File: src/rtl/io_bus_bridge_pkg.sv
// Shared constants and types for the processor I/O register bridge.
package io_bus_bridge_pkg;

  // Base of the 32-byte I/O window (0x0020-0x003F). Only [15:5] take part in decode.
  localparam logic [15:0] IO_BASE = 16'h0020;

  // Register indices, taken from AddressOut[1:0]; the window aliases every 4 words.
  localparam logic [1:0] IDX_LED    = 2'd0;
  localparam logic [1:0] IDX_HEX_LO = 2'd1;
  localparam logic [1:0] IDX_HEX_HI = 2'd2;
  localparam logic [1:0] IDX_STATUS = 2'd3;

  // Bit of STATUS holding the sticky key event; a write with this bit set clears it.
  localparam int STATUS_EVT_BIT = 0;

  // The three processor-writable registers.
  typedef struct packed {
    logic [15:0] led;
    logic [15:0] hex_lo;
    logic [15:0] hex_hi;
  } io_regs_t;

  // True when an address falls inside the I/O window.
  function automatic logic is_io(input logic [15:0] addr);
    return addr[15:5] == IO_BASE[15:5];
  endfunction

endpackage

File: src/rtl/sync_2ff.sv
// Two-flop synchroniser for asynchronous inputs, with a configurable reset value.
module sync_2ff #(
  parameter int           W       = 1,
  parameter logic [W-1:0] RST_VAL = '0
) (
  input  logic         clk,
  input  logic         rst_n,
  input  logic [W-1:0] d,
  output logic [W-1:0] q
);

  logic [W-1:0] meta_q;

  // Two back-to-back flops; meta_q may go metastable, q is the settled copy.
  always_ff @(posedge clk or negedge rst_n) begin
    if (!rst_n) begin
      meta_q <= RST_VAL;
      q      <= RST_VAL;
    end else begin
      meta_q <= d;
      q      <= meta_q;
    end
  end

endmodule

File: src/rtl/io_bus_bridge.sv
// Memory-mapped I/O bridge: LED/HEX registers, key event status, and the
// read-data mux that merges I/O reads with the external synchronous memory.
module io_bus_bridge
  import io_bus_bridge_pkg::*;
(
  input  logic        Clock,
  input  logic        Resetn,
  input  logic [15:0] AddressOut,
  input  logic [15:0] DOUT,
  input  logic        Write,
  input  logic [15:0] MemQ,
  input  logic [14:0] SW,
  input  logic        KeyN,
  output logic [15:0] DIN,
  output logic        MemWren,
  output logic [15:0] LED,
  output logic [31:0] HexVal
);

  logic        io_hit;
  logic [1:0]  idx;
  logic        wr_io;
  logic [14:0] sw_sync;
  logic        key_sync;
  logic        key_q;
  logic        key_fall;
  logic        evt_q;
  logic        evt_clr;
  logic [15:0] status_word;
  logic [15:0] rd_val;
  logic        sel_q;
  logic [15:0] rdata_q;
  io_regs_t    regs_q;

  assign io_hit  = is_io(AddressOut);
  assign idx     = AddressOut[1:0];
  assign wr_io   = Write & io_hit;
  // I/O writes are steered away from memory entirely.
  assign MemWren = Write & ~io_hit;

  sync_2ff #(.W(15), .RST_VAL(15'h0)) u_sw_sync (
    .clk   (Clock),
    .rst_n (Resetn),
    .d     (SW),
    .q     (sw_sync)
  );

  // Key idles high, so its synchroniser resets to 1 to avoid a fake press on release.
  sync_2ff #(.W(1), .RST_VAL(1'b1)) u_key_sync (
    .clk   (Clock),
    .rst_n (Resetn),
    .d     (KeyN),
    .q     (key_sync)
  );

  // Previous synchronised key level, for 1->0 edge detection.
  always_ff @(posedge Clock or negedge Resetn) begin
    if (!Resetn) key_q <= 1'b1;
    else         key_q <= key_sync;
  end

  assign key_fall = key_q & ~key_sync;
  assign evt_clr  = wr_io && (idx == IDX_STATUS) && DOUT[STATUS_EVT_BIT];

  // Sticky event: a press edge wins over a coincident clear.
  always_ff @(posedge Clock or negedge Resetn) begin
    if (!Resetn)       evt_q <= 1'b0;
    else if (key_fall) evt_q <= 1'b1;
    else if (evt_clr)  evt_q <= 1'b0;
  end

  // Processor-writable registers; STATUS writes only affect evt.
  always_ff @(posedge Clock or negedge Resetn) begin
    if (!Resetn) begin
      regs_q <= '0;
    end else if (wr_io) begin
      case (idx)
        IDX_LED:    regs_q.led    <= DOUT;
        IDX_HEX_LO: regs_q.hex_lo <= DOUT;
        IDX_HEX_HI: regs_q.hex_hi <= DOUT;
        default:    ;
      endcase
    end
  end

  assign status_word = {sw_sync, evt_q};

  // Read mux over the current (pre-write) register contents.
  always_comb begin
    rd_val = '0;
    case (idx)
      IDX_LED:    rd_val = regs_q.led;
      IDX_HEX_LO: rd_val = regs_q.hex_lo;
      IDX_HEX_HI: rd_val = regs_q.hex_hi;
      default:    rd_val = status_word;
    endcase
  end

  // Register the read path every cycle so I/O reads share the memory's one-cycle latency.
  always_ff @(posedge Clock or negedge Resetn) begin
    if (!Resetn) begin
      sel_q   <= 1'b0;
      rdata_q <= '0;
    end else begin
      sel_q   <= io_hit;
      rdata_q <= rd_val;
    end
  end

  assign DIN    = sel_q ? rdata_q : MemQ;
  assign LED    = regs_q.led;
  assign HexVal = {regs_q.hex_hi, regs_q.hex_lo};

endmodule

File: config.mk
export PLATFORM = sky130hd
export DESIGN_NAME = io_bus_bridge
export DESIGN_NICKNAME = d
export VERILOG_FILES = /design/src/rtl/io_bus_bridge_pkg.sv /design/src/rtl/sync_2ff.sv /design/src/rtl/io_bus_bridge.sv
export SDC_FILE = /design/constraint.sdc
export NUM_CORES = 1
export LEC_CHECK = 0
export ABC_AREA = 1
export BUFFER_PORTS_ARGS = -buffer_cell sky130_fd_sc_hd__buf_2
export CAP_MARGIN = 40
export CELL_PAD_IN_SITES_DETAIL_PLACEMENT = 1
export CELL_PAD_IN_SITES_GLOBAL_PLACEMENT = 1
export CORE_MARGIN = 2
export CORE_UTILIZATION = 39
export CTS_BUF_LIST = sky130_fd_sc_hd__clkbuf_8
export DETAILED_ROUTE_END_ITERATION = 8
export PLACE_DENSITY = 0.79
export SLEW_MARGIN = 15
export SYNTH_ARGS = -nofsm -noshare
export SYNTH_HDL_FRONTEND = slang
export SYNTH_SLANG_ARGS = --single-unit
File: constraint.sdc
create_clock -name Clock -period 1.5 [get_ports Clock]
set_clock_uncertainty 0.15 [all_clocks]
set_input_delay 0.15 -clock Clock [delete_from_list [all_inputs] [get_ports Clock]]
set_output_delay 0.15 -clock Clock [all_outputs]
set_load 0.02 [all_outputs]
Yosys cells after proc, flatten, opt, wreduce, memory -nomap -nowiden

Cells that the tools add are included.

Equal/unequal tests: 4
Muxes and demuxes: 4
Bitwise gates (word level): 5
Reductions and logical operators: 7

Operators with widths:

| operator              | count |
|---|---|
| $pmux W16 S3          | 1 |
| $mux W16              | 1 |
| $eq A11 B1 Y1 const B | 1 |
| $reduce_and A2 Y1     | 3 |
| $eq A2 B2 Y1 const B  | 2 |
| $and A1 B1 Y1         | 3 |
| $eq A2 B1 Y1 const B  | 1 |
| $logic_and A1 B1 Y1   | 2 |
| $logic_not A2 Y1      | 1 |
| $mux W1               | 2 |
| $not A1 Y1            | 2 |
| $reduce_bool A2 Y1    | 1 |

Register bits: 99
Input port bits: 67
Output and inout bits: 65
Word-level logic and storage cells: 31

Logic depth before layout (Yosys ltp)

Gate-level depths: netlist (run 1).

Word-level depth: 6
Mapped depth: 8
Depth with buffers taken out: 7

Modules after synthesis

A second synthesis (run 1) with hierarchy kept.

Cells, all modules: 409
Area, all modules: 4076.4 um^2

Modules (own cells, without submodules):

| module                 | instances | cells an instance | area each (um^2) | seq. area each (um^2) |
|---|---|---|---|---|
| io_bus_bridge          | 1         | 377               | 3273.1           | 1677.9 |
| sync_2ff at u_sw_sync  | 1         | 30                | 750.7            | 750.7 |
| sync_2ff at u_key_sync | 1         | 2                 | 52.6             | 52.6 |

Worst setup path after synthesis (run 1)

OpenSTA, ideal clock, no wires.

Path kind: register to output
Start point: reg sel_q
End point: out DIN[10]
Arrival time: 1.200 ns
Required time: 1.200 ns
Setup slack: 0.000 ns
Stages on the path, launching flop included: 4
Path buffers: 2
Cells stage by stage: dfrtp_1 > clkbuf_1 > buf_2 > mux2_2

Longest elaborated chain between the ends: 1

Ends and longest elaborated chain:

| item                   | line                 | RTL |
|---|---|---|
| start, declared        | io_bus_bridge.sv:31  | `logic sel_q;` |
| start signal, assigned | io_bus_bridge.sv:105 | `sel_q <= io_hit;` |
| $mux W16               | io_bus_bridge.sv:110 | `assign DIN = sel_q ? rdata_q : MemQ;` |
| end, declared          | io_bus_bridge.sv:14  | `output logic [15:0] DIN,` |

Every way passes these cells.

Worst setup path in the final report (run 1)

Start point: reg sel_q
End point: out DIN[8]

Same word-level chain as after synthesis.

==> impl_metrics.toml, run 1 <==
[finish]
final_common_cell = "nand2_1"
drive_above_1_share = 0.337
syn_to_final_growth_pct = 38.6
final_cell_mix = "nand2_1, buf_2, dfrtp_1, nand4_1, dlygate4sd3_1"
final_core_util = 0.552
insertedDiodeCount = 0
stdcell_count = 714
fin_nets = 640
num-fill-cells = 1174

[die]
fp.dieW_um = 106
die_area_um2 = 11300
fp.dieH_um = 106
io_pins = 132
start_util = 0.398
core_um2 = 10200
num_rows = 37

[global_route]
grt-ovfl-total = 0
gr-usage-all-layers = 0.235
grt_pass1_wl_mm = 20.4
grt_pass1_vias = 3924
grt_max_degree = 33
grt_antenna_before_repair = 0

[sta]
finalSetupTns_ns = -3.36
max_slew_margin = 0.711
final-hold-violation-count = 0
worstMarginPinSlew_ns = 0.433
period_share = 1.16
setup_viol = 16
holdWs_ns = 0.0676
setup_ws_ns = -0.234
rsz0062_at_grt = "yes"
min_period_ns = 1.73
fmax_mhz = 577
final_max_slew_viol_count = 0

[place]
dp.cells = 664
place.port_buffers = 128
place.gp.congestion = 0.807
hpwl_mm = 8.17

[route]
dr.pass1.iters = 4
antenna_left = 0
vias = 3657
drt-wirelength-per-cell_um = 17.9
drt_iter0_markers = 126
via_per_inst = 5.12
drc = 0
finalWirelength_mm = 12.8

[clock_network]
postCtsSetupRepairBufs = 0
cts.reportedPaths.clkPinSlew_ns = 0.10
clk_path_buf_depth = 2
htree_levels = 3
cts_buffers = 9
clock_latency_ns = 0.36
clock-sinks = 99
cts_tree = "yes"
clock-root-buffer = "clkbuf_8"

[setup_path]
startpoint = "sel_q"
timing.rr.start = "u_key_sync.q"
ff2ff_setup_slack_ns = 0.58
arrival_ns = 1.43
endpoint = "DIN[8]"
cp_max_fo = 7
critPathLaunchType = "flop"
reg2reg_depth = 3
crit_path_end_kind = "primary output"
critPathKind = "reg2out"
timing.rr.end = "evt_q"
required_ns = 1.20

[yosys]
postSynthNetCount = 476
synth_area_per_cell_um2 = 9.97
synthDistinctLibCells = 16
synthesis.instances = 409
seq_area_frac_synth = 0.609
yosys_warnings = 0
synth_seq_cells = 99
syn_area_um2 = 4080

[pwr]
worst_ir_drop_vdd_mv = 0.522
total_power_mw = 4.92
power_leakage_nw = 3.05
powerDensity_nw_per_um2 = 871

[flow_run]
cap_violations = 0

[status]
violations = "setup timing"
outcome = "finished, violations left"

[worst_hold_path]
hold_class = "in2reg"
==> routing by layer <==
layer | routed length [um] | up-vias | GRT usage
li1 | - | 1683 | -
met1 | 5200 | 1850 | 0.279
met2 | 6800 | 104 | 0.430
met3 | 504 | 20 | 0.0441
met4 | 302 | 0 | 0.0667
met5 | 0 | - | 0
==> critical path, stage by stage, from the launching register on <==
cell and delay [ns]:
dfrtp_2 0.46, buf_8 0.16, mux2_4 0.32, buf_6 0.13
==> registers in the layout (all words and copies together) (netlist names) <==
name,flops
u_key_sync.meta_q,1
LED,16
sel_q,1
u_sw_sync.meta_q,15
HexVal,32
evt_q,1
key_q,1
u_sw_sync.q,15
rdata_q,16
u_key_sync.q,1
==> synth_stat cells <==
| library cell | instances | share of area |
|---|---|---|
| nor2_2 | 3 | 0.0046 |
| nor3_4 | 1 | 0.0040 |
| inv_4 | 1 | 0.0015 |
| clkbuf_1 | 5 | 0.0046 |
| buf_6 | 5 | 0.014 |
| nor2_8 | 1 | 0.0049 |
| buf_2 | 16 | 0.020 |
| nand2_1 | 171 | 0.16 |
| nor2_1 | 9 | 0.0083 |
| nand4_1 | 65 | 0.10 |
| dfstp_2 | 3 | 0.019 |
| inv_1 | 11 | 0.010 |
| mux2_2 | 16 | 0.044 |
| nand4_4 | 3 | 0.016 |
| dfrtp_1 | 96 | 0.59 |
| inv_2 | 3 | 0.0028 |
==> how the worst min path moves through the flow <==
| stage | start | cells past startpoint | end | slack, ns |
|---|---|---|---|---|
| floorplan | Resetn | 0 | HexVal[0] | -0.30 |
| global route | Write | 4 | evt_q | 0.07 |
| finish | Write | 4 | evt_q | 0.07 |
| global placement | Resetn | 1 | rdata_q[12] | -0.03 |
| detailed placement | Resetn | 1 | u_sw_sync.q[11] | -0.03 |
| CTS | Write | 4 | evt_q | 0.05 |
==> per-stage QoR <==
stage,cell area (um^2),worst slack [ns]
after floorplan,4080,0.000145
after CTS,5650,-0.232
after global placement,4950,-0.0686
final,5650,-0.234
after detailed placement,4950,-0.143
after global routing,5650,-0.270
==> area by class of cell <==
| type | count | area, um^2 | area share |
|---|---|---|---|
| clock buffers | 9 | 124 | 0.0219 |
| clock inverters | 7 | 57.6 | 0.0102 |
| well taps | 136 | 170 | 0.0301 |
| inverters | 15 | 58.8 | 0.0104 |
| flip-flops and latches | 99 | 2480 | 0.439 |
| multi-input cells | 269 | 1460 | 0.258 |
| repair buffers | 179 | 1300 | 0.230 |
==> power by group <==
| group | leakage (nW) | switching, mW | internal (mW) |
|---|---|---|---|
| Combinational | 1.67 | 0.298 | 0.250 |
| Clock | 0.0886 | 0.987 | 0.630 |
| Sequential | 1.29 | 0.0236 | 2.73 |
==> logic make-up (layout without fill, tap and decap cells) <==
logic type	Yosys count	in the layout	synth area share
buffers and inverters	41	210	0.0525
flip-flops	99	99	0.609
multiplexers	16	16	0.0442
AND/OR/NAND/NOR	253	253	0.295
==> what timing repair did <==
action / in CTS / in global routing
hold endpoints to repair: 160 / 0
hold buffers: 33 / 0
endpoints found under the setup margin: 16 / 16
gates resized for setup: 54 / 0
pin swaps: 0 / 0
gates cloned: 1 / 0
(Power assumes the default switching activity.)
==> run 2, diff against run 1 <==
- clock period: 1.5 -> 1.85 ns (I/O delays scaled with it)
==> run 2 against run 1 <==
Global-route usage fell by 1.4 points. Clock-buffer cell count rose by 1. Die area did not move. Utilization fell by 2.1 points. Largest power group unchanged. Critical path depth did not move. Sequential share of layout area rose by 1.7 points. The flow now finishes without violations. Critical path type unchanged.
==> impl_metrics.toml, run 2 (synthesis gave the netlist of run 1 again) <==
[clock_network]
htree_levels = 3
cts.reportedPaths.clkPinSlew_ns = 0.09
clock-root-buffer = "clkbuf_8"
cts_resized = 0
cts_buffers = 9
cts_tree = "yes"
clock-sinks = 99
clk_path_buf_depth = 2
clock_latency_ns = 0.37

[route]
finalWirelength_mm = 12.0
drt_iter0_markers = 161
via_per_inst = 5.08
antenna_left = 0
drt-wirelength-per-cell_um = 16.9
drc = 0
vias = 3592
dr.pass1.iters = 4

[sta]
setup_viol = 0
final-hold-violation-count = 0
final_max_slew_viol_count = 0
finalSetupTns_ns = 0
worstMarginPinSlew_ns = 0.547
period_share = 0.954
rsz0062_at_grt = "no"
max_slew_margin = 0.635
fmax_mhz = 567
min_period_ns = 1.76

[pwr]
comb_power_share = 0.094
power.internal_mw = 3.15
worst_ir_drop_vdd_mv = 0.422
swShare = 0.232
pwr-share-seq = 0.544
power_leakage_nw = 2.94
p_clk_frac = 0.363
p_sw_mw = 0.953
powerDensity_nw_per_um2 = 756

[setup_path]
critPathKind = "reg2out"
arrival_ns = 1.43
required_ns = 1.51
ff2ff_setup_slack_ns = 0.92
timing.rr.end = "evt_q"
critPathLaunchType = "flop"
crit_path_end_kind = "primary output"
cp_max_fo = 9
reg2reg_depth = 3
timing.rr.start = "u_key_sync.q"

[die]
io_pins = 132
core_um2 = 10200
start_util = 0.398
fp.dieW_um = 106
die_area_um2 = 11300
num_rows = 37
fp.dieH_um = 106

[finish]
fin_nets = 634
syn_to_final_growth_pct = 33.2
insertedDiodeCount = 0
final_cell_mix = "nand2_1, buf_2, dfrtp_1, nand4_1, dlygate4sd3_1"
final_common_cell = "nand2_1"
stdcell_count = 707
drive_above_1_share = 0.322
largest_reg_flops = 32

[worst_hold_path]
hold_depth = 6
min-delay-start = "AddressOut[15]"
hold_path_end = "HexVal[28]"
hold_class = "in2reg"

[place]
place.gp.congestion = 0.797
dp.cells = 659
hpwl_mm = 7.90
place.port_buffers = 128

[global_route]
gr-usage-all-layers = 0.221
grt_pass1_wl_mm = 19.2
grt_pass1_vias = 3838
grt-ovfl-total = 0
grt_antenna_before_repair = 0
grt_max_degree = 60

[flow_run]
cap_violations = 0

[status]
outcome = "completed"
## run 2: power by group through the flow
stage	Sequential [mW]	Combinational [mW]	Clock, mW
after floorplan	2.27	0.133	0
after global placement	2.27	0.320	0
after detailed placement	2.28	0.330	0
after CTS	2.23	0.387	1.53
after global routing	2.24	0.421	1.61
final	2.23	0.384	1.49
## run 2: critical path, cell delays in order (launching register included)
cell and delay (ns):
dfrtp_1 0.36, buf_4 0.20, mux2_2 0.35, buf_2 0.16
## run 2: cell type report
cell class	instances	area (um^2)
Timing Repair Buffer	173	1110
Tap cell	136	170
Inverter	15	58.8
Clock buffer	10	138
Clock inverter	5	71.3
Sequential cell	99	2480
Fill cell	1180	4800
Multi-Input combinational cell	269	1400
## run 2: how the worst max path moves through the flow
stage,from,endpoint,slack [ns],depth (start not counted)
after detailed placement,AddressOut[12],LED[11],0.13,7
after global placement,AddressOut[12],HexVal[24],0.24,7
final,sel_q,DIN[6],0.09,3
after global routing,sel_q,DIN[13],0.009,3
after floorplan,sel_q,DIN[10],0.32,3
after CTS,sel_q,DIN[15],0.05,3
## run 2: timing repair
action                     4_1_cts  5_1_grt
hold endpoints to repair       163        0
setup endpoints to repair        0        0
hold buffers                    33        0
buffers inserted                 0        0
## run 2: layer usage
layer	vias up	global-route usage	routed length [um]
met5	-	0	0
met4	0	0.0752	238
met3	19	0.0490	596
met2	105	0.392	6250
met1	1801	0.264	4860
li1	1667	-	-
## run 2: metrics by stage
step           setup slack (ns)  total power [mW]  instance area (um^2)  hold WS [ns]   util
6_report                 0.0853              4.11                  5430         0.124  0.531
5_1_grt                 0.00923              4.27                  5430         0.124  0.531
4_1_cts                  0.0548              4.15                  5430         0.109  0.531
3_5_place_dp              0.125              2.61                  4890        0.0377  0.478
3_3_place_gp              0.243              2.59                  4890        0.0346  0.478
2_1_floorplan             0.315              2.41                  4080        -0.261      -
